### config.mk
export PLATFORM = sky130hd
export DESIGN_NAME = prt_vtb_cg_ctl_flat
export DESIGN_NICKNAME = d
export VERILOG_FILES = /design/src/rtl/prt_vtb_cg_ctl_if.sv /design/src/rtl/prt_vtb_cg_ctl.sv /design/src/flat_wrapper.sv
export SDC_FILE = /design/constraint.sdc
export NUM_CORES = 1
export LEC_CHECK = 0
export CORE_MARGIN = 10
export CORE_UTILIZATION = 58
export DETAILED_ROUTE_END_ITERATION = 10
export PLACE_DENSITY = 0.91
export SLEW_MARGIN = 20
export SYNTH_ARGS = -nofsm -noshare
export SYNTH_HDL_FRONTEND = slang
export SYNTH_SLANG_ARGS = --single-unit
### constraint.sdc
create_clock -name CLK_IN -period 4.8 [get_ports CLK_IN]
set_clock_uncertainty 0.05 [all_clocks]
set_input_delay 1.2 -clock CLK_IN [delete_from_list [all_inputs] [get_ports CLK_IN]]
set_output_delay 1.2 -clock CLK_IN [all_outputs]
set_load 0.02 [all_outputs]
### src/rtl/prt_vtb_cg_ctl_if.sv
// Host-side configuration bus of the clock generator controller.
// Carries the reference/video increments, the request/stop levels and the ack/err reply.
interface prt_vtb_cg_ctl_if;
    logic [31:0] CFG_REFCLK_IN;
    logic [31:0] CFG_VIDCLK_IN;
    logic        CFG_REQ_IN;
    logic        CFG_STOP_IN;
    logic        CFG_ACK_OUT;
    logic        CFG_ERR_OUT;

    modport master (
        output CFG_REFCLK_IN,
        output CFG_VIDCLK_IN,
        output CFG_REQ_IN,
        output CFG_STOP_IN,
        input  CFG_ACK_OUT,
        input  CFG_ERR_OUT
    );

    modport slave (
        input  CFG_REFCLK_IN,
        input  CFG_VIDCLK_IN,
        input  CFG_REQ_IN,
        input  CFG_STOP_IN,
        output CFG_ACK_OUT,
        output CFG_ERR_OUT
    );
endinterface

### src/rtl/prt_vtb_cg_ctl.sv
// Video toolbox clock generator sequencer: restart, VPS word load and CKE rate monitor.
// Every output is registered; a single FSM process owns all state.
module prt_vtb_cg_ctl #(
    parameter int P_STOP_CYC = 4,
    parameter int P_MON_WIN  = 1024,
    parameter int P_MON_W    = 16
) (
    input  logic               CLK_IN,
    input  logic               RST_IN,
    prt_vtb_cg_ctl_if.slave    cfg,
    output logic               CG_RUN_OUT,
    output logic [3:0]         CG_VPS_IDX_OUT,
    output logic [15:0]        CG_VPS_DAT_OUT,
    output logic               CG_VPS_VLD_OUT,
    input  logic               CG_CKE_IN,
    output logic               STA_LOCK_OUT,
    output logic [P_MON_W-1:0] STA_CNT_OUT,
    output logic               STA_CNT_VLD_OUT
);

    typedef enum logic [2:0] {
        S_IDLE,
        S_STOP,
        S_START,
        S_WR,
        S_RUN
    } state_t;

    localparam int CW = $clog2(P_STOP_CYC + 4);
    localparam int WW = $clog2(P_MON_WIN);
    localparam logic [CW-1:0] STOP_LAST = CW'(P_STOP_CYC - 1);
    localparam logic [CW-1:0] START_LAST = CW'(1);
    localparam logic [WW-1:0] WIN_LAST = WW'(P_MON_WIN - 1);

    state_t             state_q;
    logic [CW-1:0]      cnt_q;
    logic               stopping_q;
    logic [31:0]        ref_q;
    logic [31:0]        vid_q;
    logic               ack_q;
    logic               err_q;
    logic               run_q;
    logic               vld_q;
    logic [3:0]         idx_q;
    logic [15:0]        dat_q;
    logic               lock_q;
    logic               sta_vld_q;
    logic [P_MON_W-1:0] sta_cnt_q;
    logic [WW-1:0]      win_q;
    logic [P_MON_W-1:0] cke_q;

    logic               req_s;
    logic               cfg_ok;
    logic               stop_s;
    logic               mon_en;
    logic [1:0]         wr_nxt;
    logic [P_MON_W-1:0] cke_d;

    function automatic logic [15:0] vps_word(
        input logic [1:0]  i,
        input logic [31:0] r,
        input logic [31:0] v
    );
        logic [15:0] w;
        unique case (i)
            2'd0:    w = r[31:16];
            2'd1:    w = r[15:0];
            2'd2:    w = v[31:16];
            default: w = v[15:0];
        endcase
        return w;
    endfunction

    // REQ is a level held through the ack cycle, so that cycle is masked
    assign req_s  = cfg.CFG_REQ_IN && !ack_q;
    assign cfg_ok = (cfg.CFG_REFCLK_IN != 32'd0) &&
                    (cfg.CFG_VIDCLK_IN <= cfg.CFG_REFCLK_IN);
    assign stop_s = cfg.CFG_STOP_IN && (state_q != S_IDLE) && !stopping_q;
    assign mon_en = (state_q == S_RUN) && !stop_s && !(req_s && cfg_ok);
    assign wr_nxt = cnt_q[1:0] + 2'd1;
    assign cke_d  = (CG_CKE_IN && (cke_q != '1)) ? cke_q + 1'b1 : cke_q;

    always_ff @(posedge CLK_IN) begin
        if (!RST_IN) begin
            state_q    <= S_IDLE;
            cnt_q      <= '0;
            stopping_q <= 1'b0;
            ref_q      <= '0;
            vid_q      <= '0;
            ack_q      <= 1'b0;
            err_q      <= 1'b0;
            run_q      <= 1'b0;
            vld_q      <= 1'b0;
            idx_q      <= '0;
            dat_q      <= '0;
            lock_q     <= 1'b0;
            sta_vld_q  <= 1'b0;
            sta_cnt_q  <= '0;
            win_q      <= '0;
            cke_q      <= '0;
        end else begin
            ack_q     <= 1'b0;
            err_q     <= 1'b0;
            vld_q     <= 1'b0;
            idx_q     <= '0;
            dat_q     <= '0;
            sta_vld_q <= 1'b0;

            if (stop_s) begin
                state_q    <= S_STOP;
                stopping_q <= 1'b1;
                cnt_q      <= '0;
                run_q      <= 1'b0;
                // Anything short of RUN still owes the host an answer
                if (state_q != S_RUN) begin
                    ack_q <= 1'b1;
                    err_q <= 1'b1;
                end
            end else begin
                unique case (state_q)
                    S_IDLE, S_RUN: begin
                        if (req_s) begin
                            if (cfg_ok) begin
                                ref_q   <= cfg.CFG_REFCLK_IN;
                                vid_q   <= cfg.CFG_VIDCLK_IN;
                                state_q <= S_STOP;
                                cnt_q   <= '0;
                                run_q   <= 1'b0;
                            end else begin
                                ack_q <= 1'b1;
                                err_q <= 1'b1;
                            end
                        end
                    end
                    S_STOP: begin
                        if (cnt_q == STOP_LAST) begin
                            cnt_q <= '0;
                            if (stopping_q) begin
                                state_q    <= S_IDLE;
                                stopping_q <= 1'b0;
                            end else begin
                                state_q <= S_START;
                                run_q   <= 1'b1;
                            end
                        end else begin
                            cnt_q <= cnt_q + 1'b1;
                        end
                    end
                    S_START: begin
                        if (cnt_q == START_LAST) begin
                            state_q <= S_WR;
                            cnt_q   <= '0;
                            vld_q   <= 1'b1;
                            dat_q   <= vps_word(2'd0, ref_q, vid_q);
                        end else begin
                            cnt_q <= cnt_q + 1'b1;
                        end
                    end
                    S_WR: begin
                        if (cnt_q[1:0] == 2'd3) begin
                            state_q <= S_RUN;
                            cnt_q   <= '0;
                            ack_q   <= 1'b1;
                        end else begin
                            cnt_q <= cnt_q + 1'b1;
                            vld_q <= 1'b1;
                            idx_q <= {2'b00, wr_nxt};
                            dat_q <= vps_word(wr_nxt, ref_q, vid_q);
                        end
                    end
                    default: state_q <= S_IDLE;
                endcase
            end

            // Window end loses to a restart or stop because mon_en is low then
            if (mon_en) begin
                if (win_q == WIN_LAST) begin
                    win_q     <= '0;
                    cke_q     <= '0;
                    sta_cnt_q <= cke_d;
                    sta_vld_q <= 1'b1;
                    lock_q    <= 1'b1;
                end else begin
                    win_q <= win_q + 1'b1;
                    cke_q <= cke_d;
                end
            end else begin
                win_q  <= '0;
                cke_q  <= '0;
                lock_q <= 1'b0;
            end
        end
    end

    assign cfg.CFG_ACK_OUT = ack_q;
    assign cfg.CFG_ERR_OUT = err_q;
    assign CG_RUN_OUT      = run_q;
    assign CG_VPS_IDX_OUT  = idx_q;
    assign CG_VPS_DAT_OUT  = dat_q;
    assign CG_VPS_VLD_OUT  = vld_q;
    assign STA_LOCK_OUT    = lock_q;
    assign STA_CNT_OUT     = sta_cnt_q;
    assign STA_CNT_VLD_OUT = sta_vld_q;

endmodule

### src/flat_wrapper.sv
// flat-port wrapper written by rule: the top's interface ports become plain ports
module prt_vtb_cg_ctl_flat 
#(
    parameter int P_STOP_CYC = 4,
    parameter int P_MON_WIN  = 1024,
    parameter int P_MON_W    = 16
)
  (CLK_IN, RST_IN, CG_RUN_OUT, CG_VPS_IDX_OUT, CG_VPS_DAT_OUT, CG_VPS_VLD_OUT, CG_CKE_IN, STA_LOCK_OUT, STA_CNT_OUT, STA_CNT_VLD_OUT, cfg_CFG_REFCLK_IN, cfg_CFG_VIDCLK_IN, cfg_CFG_REQ_IN, cfg_CFG_STOP_IN, cfg_CFG_ACK_OUT, cfg_CFG_ERR_OUT);
  prt_vtb_cg_ctl_if cfg_i ();
  input  logic CLK_IN;
  input  logic RST_IN;
  output logic CG_RUN_OUT;
  output logic [3:0] CG_VPS_IDX_OUT;
  output logic [15:0] CG_VPS_DAT_OUT;
  output logic CG_VPS_VLD_OUT;
  input  logic CG_CKE_IN;
  output logic STA_LOCK_OUT;
  output logic [P_MON_W-1:0] STA_CNT_OUT;
  output logic STA_CNT_VLD_OUT;
  input wire logic [$bits(cfg_i.CFG_REFCLK_IN)-1:0] cfg_CFG_REFCLK_IN;
  input wire logic [$bits(cfg_i.CFG_VIDCLK_IN)-1:0] cfg_CFG_VIDCLK_IN;
  input wire logic [$bits(cfg_i.CFG_REQ_IN)-1:0] cfg_CFG_REQ_IN;
  input wire logic [$bits(cfg_i.CFG_STOP_IN)-1:0] cfg_CFG_STOP_IN;
  output wire logic [$bits(cfg_i.CFG_ACK_OUT)-1:0] cfg_CFG_ACK_OUT;
  output wire logic [$bits(cfg_i.CFG_ERR_OUT)-1:0] cfg_CFG_ERR_OUT;
  assign cfg_i.CFG_REFCLK_IN = cfg_CFG_REFCLK_IN;
  assign cfg_i.CFG_VIDCLK_IN = cfg_CFG_VIDCLK_IN;
  assign cfg_i.CFG_REQ_IN = cfg_CFG_REQ_IN;
  assign cfg_i.CFG_STOP_IN = cfg_CFG_STOP_IN;
  assign cfg_CFG_ACK_OUT = cfg_i.CFG_ACK_OUT;
  assign cfg_CFG_ERR_OUT = cfg_i.CFG_ERR_OUT;
  prt_vtb_cg_ctl #(.P_STOP_CYC(P_STOP_CYC), .P_MON_WIN(P_MON_WIN), .P_MON_W(P_MON_W)) u_core (.CLK_IN(CLK_IN), .RST_IN(RST_IN), .cfg(cfg_i), .CG_RUN_OUT(CG_RUN_OUT), .CG_VPS_IDX_OUT(CG_VPS_IDX_OUT), .CG_VPS_DAT_OUT(CG_VPS_DAT_OUT), .CG_VPS_VLD_OUT(CG_VPS_VLD_OUT), .CG_CKE_IN(CG_CKE_IN), .STA_LOCK_OUT(STA_LOCK_OUT), .STA_CNT_OUT(STA_CNT_OUT), .STA_CNT_VLD_OUT(STA_CNT_VLD_OUT));
endmodule
==> results.yml <==
status:
  status: "completed"
clock_tree:
  cts_tree: "built"
  clk-insertion-delay-late_ps: 430
  cts_max_level: 4
  cts_buffers: 17
  cts_resized: 0
  clock_path_buffers: 2
  hold_buffers: 0
  clock_sinks: 137
  clkSlewWorstSetupHoldPaths_ps: 50
  cts-root-buf: "clkbuf_16"
  cts_setup_buffers: 0
power:
  total_power_mw: 3.57
  ir_worst_vdd_mv: 0.234
  p_int_mw: 2.51
  p_seq_share_pct: 37.6
  sw_frac_of_total_pct: 29.7
  power_density_nw_per_um2: 407
  p_sw_mw: 1.06
  clkPwrFrac_pct: 39.8
  leakagePower_nw: 3.37
  p_comb_share_pct: 22.6
placement:
  dp.final_hpwl_mm: 13.5
  dp.cells: 1042
  dpl_worst_slack_ps: 171
  placed_cell_area_um2: 8130
  place_congestion: 0.898
  io_buffer_count: 108
drt:
  wl_mm: 19.6
  vias_per_cell: 6.05
  drt_pass1_iterations: 6
  routed-via-count: 6497
  drcViolationCount: 0
  detail_route.wl_per_cell_um: 18.3
  antenna_left: 0
  drtIter0Drc: 797
min_path:
  min_path_cells: 2
  hp-class: "reg -> reg"
  min_from: "u_core.STA_CNT_OUT[11]"
  hold_end: "u_core.STA_CNT_OUT[11]"
timing:
  finalMaxSlewViolations: 0
  timing.setup.tns_ps: 0
  rsz0062_at_grt: "false"
  max_freq_ghz: 0.226
  hold_slack_ps: 399
  min_period_ps: 4420
  finalHoldViolations: 0
  setup_ws_ps: 384
  relSlewSlack_pct: 35.4
  final.period_utilization_pct: 92.0
  worstMarginPinSlew_ps: 968
  setup_viol: 0
logic_synthesis:
  synth_async_sr_flop_share_pct: 0
  yosysWarnings: 0
  synth_ff_type: "dfxtp_1"
  syn_inst: 824
  synth.avg_cell_area_um2: 8.49
  ys_ff_latch: 137
  ys_types: 49
  synth_area_um2: 7000
  yosysSeqAreaShare_pct: 39.2
  synth_edf_count: 0
grt:
  grt_pass1_vias: 6375
  grt_max_degree: 84
  antenna_found_initial: 1
  grt_pass1_wl_mm: 31.4
  grt_overflow: 0
  grtUsageTotal_pct: 23.4
setup_path:
  cp-startpoint: "cfg_CFG_REFCLK_IN[31]"
  rr_endpoint: "u_core.STA_CNT_OUT[2]"
  timing.rr.start: "u_core.win_q[0]"
  crit_fanout: 24
  reg2reg_depth: 9
  reg2reg_slack_ps: 2130
  cp_data_required_time_ps: 5030
  critPathLaunchType: "primary input"
  critPathKind: "in -> reg"
  arrival_ps: 4640
  endpoint_kind: "flip-flop"
floorplan:
  die_w_um: 130
  die_height_um: 130
  row_count: 40
  core_um2: 11900
  dieArea_um2: 16900
  start_util_pct: 58.7
  pin_count: 111
cells_and_area:
  area_delta_synth_final_pct: 25.4
  drive_above_1_share_pct: 6.80
  final_cell_area_um2: 8770
  layout_common_cells: "nand2_1 (167), dfxtp_1 (137), clkdlybuf4s50_1 (107), nor2_1 (67), mux2i_1 (66)"
  layout_commonest_cell: "nand2_1"
  final_core_util_pct: 73.7
  fin_nets: 1025
  insertedDiodeCount: 0
  final_cells: 1073
flow_run:
  maxCapViolCount: 0
## logic make-up (layout without fill, tap and decap cells)
kind of cell	after synthesis	after routing	share of synthesized area, %
simple gates	324	324	20.7
flops	137	137	39.2
compound gates	130	130	13.6
buf+inv	102	203	6.64
mux	66	66	9.44
fa+ha+maj	42	42	7.51
xor+xnor	22	22	2.75
other cells	1	2	0.0536
## cells in the mapped netlist (2+ instances only)
| master | count | area, um2 |
|---|---|---|
| a41o_1 | 12 | 120 |
| mux2i_1 | 66 | 661 |
| o21ai_0 | 29 | 145 |
| a21oi_1 | 21 | 105 |
| a222oi_1 | 16 | 160 |
| xnor2_1 | 15 | 131 |
| nand2b_1 | 5 | 31.3 |
| nand4_1 | 12 | 75.1 |
| nand2_1 | 167 | 627 |
| or3_1 | 2 | 12.5 |
| dfxtp_1 | 137 | 2740 |
| a21o_1 | 5 | 37.5 |
| nor2b_1 | 3 | 18.8 |
| and4_1 | 7 | 61.3 |
| a31oi_1 | 3 | 18.8 |
| nand3_1 | 22 | 110 |
| and2_1 | 3 | 18.8 |
| nor4_1 | 9 | 56.3 |
| xor2_1 | 7 | 61.3 |
| clkbuf_1 | 34 | 128 |
| a21oi_2 | 12 | 105 |
| a22oi_1 | 17 | 128 |
| buf_2 | 2 | 10.0 |
| a21boi_0 | 2 | 15.0 |
| inv_1 | 54 | 203 |
| a211oi_1 | 2 | 15.0 |
| nand4_2 | 2 | 25.0 |
| nor2_1 | 67 | 251 |
| nor3_1 | 10 | 50.1 |
| and3_1 | 9 | 56.3 |
| ha_1 | 42 | 526 |
| buf_4 | 3 | 22.5 |
| buf_6 | 9 | 101 |
| o31ai_1 | 3 | 22.5 |
## flip-flops by register name, summed over array words and instances, names as in the netlist
register	flops
u_core.STA_CNT_VLD_OUT	1
u_core.CG_VPS_IDX_OUT	2
u_core.cnt_q	3
u_core.CG_VPS_DAT_OUT	16
u_core.state_q	3
u_core.STA_CNT_OUT	16
u_core.STA_LOCK_OUT	1
u_core.win_q	10
u_core.vid_q	32
u_core.ref_q	32
u_core.cke_q	16
u_core.stopping_q	1
u_core.CG_VPS_VLD_OUT	1
u_core.CG_RUN_OUT	1
u_core.cfg.CFG_ERR_OUT	1
u_core.cfg.CFG_ACK_OUT	1
## critical path, stage by stage
cell and delay, ps:
clkdlybuf4s50_1 520, inv_1 70, ha_1 340, nand4_2 150, nor4_2 540, nand2_1 150, or4_4 620, o31a_4 420
nand4_2 450, nor2_1 160
## worst max-delay path by stage
stage | end | slack (ps) | depth (start not counted)
after floorplan | u_core.STA_CNT_OUT[10] | 1340 | 10
after global placement | u_core.win_q[2] | 300 | 10
after detailed placement | u_core.win_q[9] | 170 | 10
after CTS | u_core.cke_q[11] | 470 | 10
after global routing | u_core.win_q[9] | 390 | 10
final | u_core.cke_q[11] | 380 | 10
## layer usage
metal  share of wire (%)  track usage (%)  vias up
met4                 3.1             10.1        0
met5                   0                0        -
met1                  40             27.6     3045
met3                 8.5             6.29       53
met2                  48             39.2      363
li1                    -                -     3036
## area by class of cell
cell class              instances  area, um2
multi-input cells             586       3810
fillers                       814       3140
flip-flops and latches        137       2740
repair buffers                118       1190
clock buffers                  24        502
inverters                      54        203
well taps                     147        184
clock inverters                 7        138
## power groups by stage
stage	registers [mW]	logic, mW	clock network (mW)
final	1.34	0.808	1.42
after global routing	1.35	0.868	1.47
after CTS	1.34	0.788	1.42
after detailed placement	1.36	0.775	0
after global placement	1.36	0.757	0
after floorplan	1.32	0.600	0
No activity file was read; power rests on OpenSTA's default activity.
